### config.mk
export PLATFORM = sky130hd
export DESIGN_NAME = dram_wb_arbiter_flat
export DESIGN_NICKNAME = d
export VERILOG_FILES = /design/src/rtl/dram_wb_arbiter_if.sv /design/src/rtl/dram_wb_arbiter.sv /design/src/flat_wrapper.sv
export SDC_FILE = /design/constraint.sdc
export NUM_CORES = 1
export LEC_CHECK = 0
export CORE_AREA = 5 5 697 699
export DETAILED_ROUTE_END_ITERATION = 12
export DIE_AREA = 0 0 702 704
export DONT_BUFFER_PORTS = 1
export PLACE_DENSITY = 0.3
export SYNTH_ARGS = -nofsm -noshare
export SYNTH_HDL_FRONTEND = slang
export SYNTH_SLANG_ARGS = --single-unit
### constraint.sdc
create_clock -name user_clk -period 3.05 [get_ports user_clk]
set_clock_uncertainty 0.2 [all_clocks]
set_input_delay 0.305 -clock user_clk [delete_from_list [all_inputs] [get_ports user_clk]]
set_output_delay 0.305 -clock user_clk [all_outputs]
set_load 0.01 [all_outputs]
### src/rtl/dram_wb_arbiter_if.sv
// Wishbone classic bundle between NUM_MASTERS requesters and the shared LiteDRAM user port.
// slave is the arbiter's view; master is the requesters-plus-DRAM-port environment.
interface dram_wb_arbiter_if #(
  parameter int NUM_MASTERS = 3,
  parameter int ADR_W       = 25,
  parameter int DAT_W       = 256
);
  logic [NUM_MASTERS-1:0]         m_cyc;
  logic [NUM_MASTERS-1:0]         m_stb;
  logic [NUM_MASTERS-1:0]         m_we;
  logic [NUM_MASTERS*ADR_W-1:0]   m_adr;
  logic [NUM_MASTERS*DAT_W-1:0]   m_dat_w;
  logic [NUM_MASTERS*DAT_W/8-1:0] m_sel;
  logic [NUM_MASTERS-1:0]         m_ack;
  logic [NUM_MASTERS-1:0]         m_err;
  logic [DAT_W-1:0]               m_dat_r;

  logic                           s_cyc;
  logic                           s_stb;
  logic                           s_we;
  logic [ADR_W-1:0]               s_adr;
  logic [DAT_W-1:0]               s_dat_w;
  logic [DAT_W/8-1:0]             s_sel;
  logic                           s_ack;
  logic                           s_err;
  logic [DAT_W-1:0]               s_dat_r;

  modport slave (
    input  m_cyc, m_stb, m_we, m_adr, m_dat_w, m_sel,
    output m_ack, m_err, m_dat_r,
    output s_cyc, s_stb, s_we, s_adr, s_dat_w, s_sel,
    input  s_ack, s_err, s_dat_r
  );

  modport master (
    output m_cyc, m_stb, m_we, m_adr, m_dat_w, m_sel,
    input  m_ack, m_err, m_dat_r,
    input  s_cyc, s_stb, s_we, s_adr, s_dat_w, s_sel,
    output s_ack, s_err, s_dat_r
  );
endinterface

### src/rtl/dram_wb_arbiter.sv
// Round-robin Wishbone arbiter onto the LiteDRAM user port; grant 1 cycle after request, held for the whole cyc, 1-cycle bubble between owners.
// Optional stb-without-ack watchdog (err pulse, sticky timeout, DRAIN state) under `DRAM_WB_ARB_TIMEOUT_EN.
module dram_wb_arbiter #(
  parameter int NUM_MASTERS    = 3,
  parameter int ADR_W          = 25,
  parameter int DAT_W          = 256,
  parameter int TIMEOUT_CYCLES = 4096
) (
  input  logic                   user_clk,
  input  logic                   user_rst,
  dram_wb_arbiter_if.slave       bus,
  output logic [NUM_MASTERS-1:0] grant,
  output logic                   busy,
  output logic                   timeout
);
  localparam int IDX_W = $clog2(NUM_MASTERS);
  localparam int SEL_W = DAT_W / 8;
  localparam logic [IDX_W-1:0] LAST_RST = IDX_W'(NUM_MASTERS - 1);

  if (NUM_MASTERS < 2 || NUM_MASTERS > 8 || TIMEOUT_CYCLES < 2) begin : g_param_check
    $error("dram_wb_arbiter: parameter out of range");
  end

`ifdef DRAM_WB_ARB_TIMEOUT_EN
  typedef enum logic [1:0] {ST_IDLE, ST_GRANT, ST_DRAIN} state_t;
  localparam int CNT_W = $clog2(TIMEOUT_CYCLES) + 1;
  logic [CNT_W-1:0] cnt_d, cnt_q;
  logic             timeout_d, timeout_q;
`else
  typedef enum logic [1:0] {ST_IDLE, ST_GRANT} state_t;
`endif

  state_t                 state_d, state_q;
  logic [NUM_MASTERS-1:0] grant_d, grant_q;
  logic [IDX_W-1:0]       last_d, last_q;

  logic [NUM_MASTERS-1:0] req;
  logic                   pick_found;
  logic [IDX_W-1:0]       pick_idx;
  logic                   owner_cyc;
  logic                   owner_stb;

  assign req       = bus.m_cyc & bus.m_stb;
  // While a grant is held, last_q is the owner's index.
  assign owner_cyc = bus.m_cyc[last_q];
  assign owner_stb = bus.m_stb[last_q];

  always_comb begin
    int j;
    j          = 0;
    pick_found = 1'b0;
    pick_idx   = last_q;
    for (int k = 1; k <= NUM_MASTERS; k++) begin
      j = (int'(last_q) + k) % NUM_MASTERS;
      if (!pick_found && req[IDX_W'(j)]) begin
        pick_found = 1'b1;
        pick_idx   = IDX_W'(j);
      end
    end
  end

  always_comb begin
    state_d     = state_q;
    grant_d     = grant_q;
    last_d      = last_q;
    bus.s_cyc   = 1'b0;
    bus.s_stb   = 1'b0;
    bus.s_we    = 1'b0;
    bus.s_adr   = '0;
    bus.s_dat_w = '0;
    bus.s_sel   = '0;
    bus.m_ack   = '0;
    bus.m_err   = '0;
`ifdef DRAM_WB_ARB_TIMEOUT_EN
    cnt_d       = cnt_q;
    timeout_d   = timeout_q;
`endif
    case (state_q)
      ST_IDLE: begin
        if (pick_found) begin
          state_d = ST_GRANT;
          grant_d = NUM_MASTERS'(1) << pick_idx;
          last_d  = pick_idx;
`ifdef DRAM_WB_ARB_TIMEOUT_EN
          cnt_d   = '0;
`endif
        end
      end
      ST_GRANT: begin
        bus.s_cyc   = owner_cyc;
        bus.s_stb   = owner_stb;
        bus.s_we    = bus.m_we[last_q];
        bus.s_adr   = bus.m_adr[int'(last_q)*ADR_W +: ADR_W];
        bus.s_dat_w = bus.m_dat_w[int'(last_q)*DAT_W +: DAT_W];
        bus.s_sel   = bus.m_sel[int'(last_q)*SEL_W +: SEL_W];
        bus.m_ack   = grant_q & {NUM_MASTERS{bus.s_ack}};
        bus.m_err   = grant_q & {NUM_MASTERS{bus.s_err}};
        if (!owner_cyc) begin
          state_d = ST_IDLE;
          grant_d = '0;
        end
`ifdef DRAM_WB_ARB_TIMEOUT_EN
        else if (bus.s_ack || bus.s_err) begin
          cnt_d = '0;
        end else if (owner_stb) begin
          if (cnt_q == CNT_W'(TIMEOUT_CYCLES - 1)) begin
            bus.m_err = grant_q;
            timeout_d = 1'b1;
            state_d   = ST_DRAIN;
          end else begin
            cnt_d = cnt_q + 1'b1;
          end
        end
`endif
      end
`ifdef DRAM_WB_ARB_TIMEOUT_EN
      // Port is fenced off; any straggling ack from the DRAM side is swallowed.
      ST_DRAIN: begin
        if (!owner_cyc) begin
          state_d = ST_IDLE;
          grant_d = '0;
        end
      end
`endif
      default: begin
        state_d = ST_IDLE;
        grant_d = '0;
      end
    endcase
  end

  always_ff @(posedge user_clk or posedge user_rst) begin
    if (user_rst) begin
      state_q <= ST_IDLE;
      grant_q <= '0;
      last_q  <= LAST_RST;
    end else begin
      state_q <= state_d;
      grant_q <= grant_d;
      last_q  <= last_d;
    end
  end

`ifdef DRAM_WB_ARB_TIMEOUT_EN
  always_ff @(posedge user_clk or posedge user_rst) begin
    if (user_rst) begin
      cnt_q     <= '0;
      timeout_q <= 1'b0;
    end else begin
      cnt_q     <= cnt_d;
      timeout_q <= timeout_d;
    end
  end
  assign timeout = timeout_q;
`else
  assign timeout = 1'b0;
`endif

  assign bus.m_dat_r = bus.s_dat_r;
  assign grant       = grant_q;
  assign busy        = |grant_q;
endmodule
### src/flat_wrapper.sv
// flat-port wrapper written by rule: the top's interface ports become plain ports
module dram_wb_arbiter_flat 
#(
  parameter int NUM_MASTERS    = 3,
  parameter int ADR_W          = 25,
  parameter int DAT_W          = 256,
  parameter int TIMEOUT_CYCLES = 4096
)
  (user_clk, user_rst, grant, busy, timeout, bus_m_cyc, bus_m_stb, bus_m_we, bus_m_adr, bus_m_dat_w, bus_m_sel, bus_m_ack, bus_m_err, bus_m_dat_r, bus_s_cyc, bus_s_stb, bus_s_we, bus_s_adr, bus_s_dat_w, bus_s_sel, bus_s_ack, bus_s_err, bus_s_dat_r);
  dram_wb_arbiter_if #(.NUM_MASTERS(NUM_MASTERS), .ADR_W(ADR_W), .DAT_W(DAT_W)) bus_i ();
  input  logic user_clk;
  input  logic user_rst;
  output logic [NUM_MASTERS-1:0] grant;
  output logic busy;
  output logic timeout;
  input wire logic [$bits(bus_i.m_cyc)-1:0] bus_m_cyc;
  input wire logic [$bits(bus_i.m_stb)-1:0] bus_m_stb;
  input wire logic [$bits(bus_i.m_we)-1:0] bus_m_we;
  input wire logic [$bits(bus_i.m_adr)-1:0] bus_m_adr;
  input wire logic [$bits(bus_i.m_dat_w)-1:0] bus_m_dat_w;
  input wire logic [$bits(bus_i.m_sel)-1:0] bus_m_sel;
  output wire logic [$bits(bus_i.m_ack)-1:0] bus_m_ack;
  output wire logic [$bits(bus_i.m_err)-1:0] bus_m_err;
  output wire logic [$bits(bus_i.m_dat_r)-1:0] bus_m_dat_r;
  output wire logic [$bits(bus_i.s_cyc)-1:0] bus_s_cyc;
  output wire logic [$bits(bus_i.s_stb)-1:0] bus_s_stb;
  output wire logic [$bits(bus_i.s_we)-1:0] bus_s_we;
  output wire logic [$bits(bus_i.s_adr)-1:0] bus_s_adr;
  output wire logic [$bits(bus_i.s_dat_w)-1:0] bus_s_dat_w;
  output wire logic [$bits(bus_i.s_sel)-1:0] bus_s_sel;
  input wire logic [$bits(bus_i.s_ack)-1:0] bus_s_ack;
  input wire logic [$bits(bus_i.s_err)-1:0] bus_s_err;
  input wire logic [$bits(bus_i.s_dat_r)-1:0] bus_s_dat_r;
  assign bus_i.m_cyc = bus_m_cyc;
  assign bus_i.m_stb = bus_m_stb;
  assign bus_i.m_we = bus_m_we;
  assign bus_i.m_adr = bus_m_adr;
  assign bus_i.m_dat_w = bus_m_dat_w;
  assign bus_i.m_sel = bus_m_sel;
  assign bus_m_ack = bus_i.m_ack;
  assign bus_m_err = bus_i.m_err;
  assign bus_m_dat_r = bus_i.m_dat_r;
  assign bus_s_cyc = bus_i.s_cyc;
  assign bus_s_stb = bus_i.s_stb;
  assign bus_s_we = bus_i.s_we;
  assign bus_s_adr = bus_i.s_adr;
  assign bus_s_dat_w = bus_i.s_dat_w;
  assign bus_s_sel = bus_i.s_sel;
  assign bus_i.s_ack = bus_s_ack;
  assign bus_i.s_err = bus_s_err;
  assign bus_i.s_dat_r = bus_s_dat_r;
  dram_wb_arbiter #(.NUM_MASTERS(NUM_MASTERS), .ADR_W(ADR_W), .DAT_W(DAT_W), .TIMEOUT_CYCLES(TIMEOUT_CYCLES)) u_core (.user_clk(user_clk), .user_rst(user_rst), .bus(bus_i), .grant(grant), .busy(busy), .timeout(timeout));
endmodule
==> metrics <==
first-pass GRT wire length 401000 um; Final Worst Setup Slack -0.0543 ns; P_sw 14.4 mW; FF+latch count, synth 6; 1st-pass router iterations 5; fin area 0.0241 mm2; Largest delay share family, worst path buffers and inverters; initial detailed-routing violation count 1652; Avg Inst Size Synth 6.39 um2; Worst EP arrival 2.60 ns; Static Leak 6.49 nW; Req. time, crit path 2.54 ns; Slew headroom 30.5%; Total GRT Usage 14.1%; Area contributors post-synth mux2i_1 28%, buf_4 18%, and2_1 18%, o21ai_0 14%, nand2_1 11%; Total Nets Final 2951; min-delay src bus_m_stb[0]; failing checks negative setup slack; CP bufs+invs 4; DP Worst Slack -0.931 ns; Pwr Density 1010 mW/mm2; worst stage delay on the critical path 0.67 ns; DP Area 0.0232 mm2; fin crit period 3.10 ns; Netlist cell types 48; CP Class reg2out; grt ovf 0; TritonCTS Buffers 3; core area 0.478 mm2; GPL Wtd Cong 0.947; VDD IR max 0.000512 V; total power 24.4 mW; share of total power in combinational logic 97.8%; Setup crit start u_core.last_q[1]; EDFF count, synth 0; top_reg_cell synth dfrtp_1; die height 704 um; total of max-cap violations 0; Routed WL 365000 um; worst-path maximum fanout 11; Die Wd 702 um; YS warnings 0; Final period util 102%; Switching Fraction 59.0%; initial antenna violation count 326; Post-synth top cells 320 x nand2_1, 319 x and2_1, 319 x o21ai_0; full die area 0.494 mm2; final hold vios 0; worst-margin pin slew 1.04 ns; Pint 9.99 mW; CTS H-tree depth 1; Avg WL per Cell 44.7 um; post-synth top area share 28.3%; crit start category register; Max Fclk 322 MHz; sequential area share after synthesis 1.36%; largest net degree at the start of global routing 99; fraction of layout cells with a size suffix above 1 26.7%; Clk pwr share 0.9%; root buffer cell clkbuf_16; Cell Area, Synth 0.0112 mm2; final setup vio count 5; asr flop ratio synth 100%; Finished Core Util 5.05%; Slew Viols, Final 0; largest area contributor in the synthesized netlist mux2i_1; CP Cell Sequence buf_8 -> buf_16 -> mux2i_2 -> o21ai_1 -> buf_6 -> and2_1 -> buf_12; Slowest cell on crit path dfstp_4; IO Pins 1791; post-route ant nets 0; Via density 1.94; DP HPWL 345000 um; Sink Count 6; DR vias 15800; CTS tree yes; hold crit path type in2reg; outcome complete, but fails checks; Reg power frac 1.3%; number of global-route vias before repair 14500; # rows 254; most frequent cell after synthesis nand2_1; clk_lat worst skew 0.24 ns; R2R Path Start u_core.last_q[1]; Syn-to-layout area delta 116%; port bufs 0; Syn Inst Count 1746; Crit. End Element output port; residual DRC count 0; clk slew on worst S/H paths 0.04 ns; effective utilization at floorplan 2.33%; Clock Tree Buf Depth 2; syn nets 2956
what timing repair did:
item / 4_1_cts / 5_1_grt
pin swaps: 1 / 0
hold buffers: 1 / 0
gates cloned: 9 / 0
setup buffers: 11 / 1
setup endpoints to repair: 56 / 49
hold endpoints to repair: 6 / 0
resized for setup: 86 / 23
final cells by class:
cell class / instances / area [um2]
repair buffers: 392 / 7070
diodes: 36 / 90.1
inverters: 5 / 18.8
fillers: 56700 / 454000
well taps: 6400 / 8010
clock buffers: 4 / 78.8
flip-flops and latches: 6 / 163
multi-input cells: 1333 / 8710
per-stage QoR:
| stage | std cells | hold slack [ns] | TNS, ns |
|---|---|---|---|
| 6_report | 8176 | 0.322 | -0.113 |
| 5_1_grt | 8147 | 0.370 | -0.00120 |
| 4_1_cts | 8140 | 0.316 | -0.0699 |
| 3_5_place_dp | 8116 | -0.0260 | -4.97 |
| 3_3_place_gp | 8106 | -0.0243 | -14.98 |
| 2_1_floorplan | 1746 | -0.105 | 0 |
registers in the layout, indices dropped and copies added, names as in the netlist:
signal          cells
u_core.grant        3
u_core.last_q       2
u_core.state_q      1
routing by layer:
layer  vias to the layer above  GRT usage [%]  part of all wire, %
met4                       172           2.65                  2.9
li1                       5610              -                    -
met5                         -          0.359                 0.38
met3                       632           15.1                   24
met2                      2199           22.3                   44
met1                      7236           12.3                   29
cell usage in the layout (no fill, tap or decap), drive strengths merged, types with 2 or more instances in the layout:
master / n
clkbuf: 4
a21oi: 4
and3: 7
bufbuf: 4
buf: 387
mux2i: 316
o31a: 2
nand3: 5
nor3: 3
and2: 319
nand4b: 2
inv: 5
a211oi: 2
ha: 2
diode: 36
a21o: 4
o211ai: 2
nor2: 2
a22oi: 2
dfrtp: 5
nand2: 320
o21ai: 321
path summary, 6_finish.rpt:
check,to,slack [ns],cells past startpoint
max,bus_s_sel[8],-0.05,7
min,u_core.last_q[0],0.32,4
max reg2reg,u_core.grant[2],0.32,7
min reg2reg,u_core.last_q[0],0.41,2
max in group asynchronous,u_core.last_q[1],1.95,2
min in group asynchronous,u_core.state_q[0],0.43,2
logic make-up (layout without fill, tap and decap cells):
logic type                 count (synthesis)  count (layout)  share of synthesized area (%)
and+or+nand+nor                          665             665                           30.1
DFF                                        6               6                           1.36
buffers and inverters                    407             401                           23.4
muxes                                    316             316                           28.3
other                                      1              37                         0.0336
AOI/OAI and AO/OA                        349             349                           16.5
adders and majority gates                  2               2                          0.224
worst reg2reg max path: stages, from the launching register on:
cell      delay [ns]
dfstp_4         0.67
buf_8           0.19
ha_1            0.41
and3b_1         0.24
o32ai_1         0.25
a22oi_1         0.16
a221oi_2        0.37
a31o_1          0.15
power by group through the flow:
stage / logic, mW / registers (mW) / clock network [mW]
after CTS: 24.7 / 0.322 / 0.235
after global placement: 23.4 / 0.316 / 0
after floorplan: 7.09 / 0.151 / 0
after detailed placement: 23.4 / 0.316 / 0
final: 23.8 / 0.318 / 0.229
after global routing: 25.3 / 0.320 / 0.244
Power figures use the tool's default switching activity.
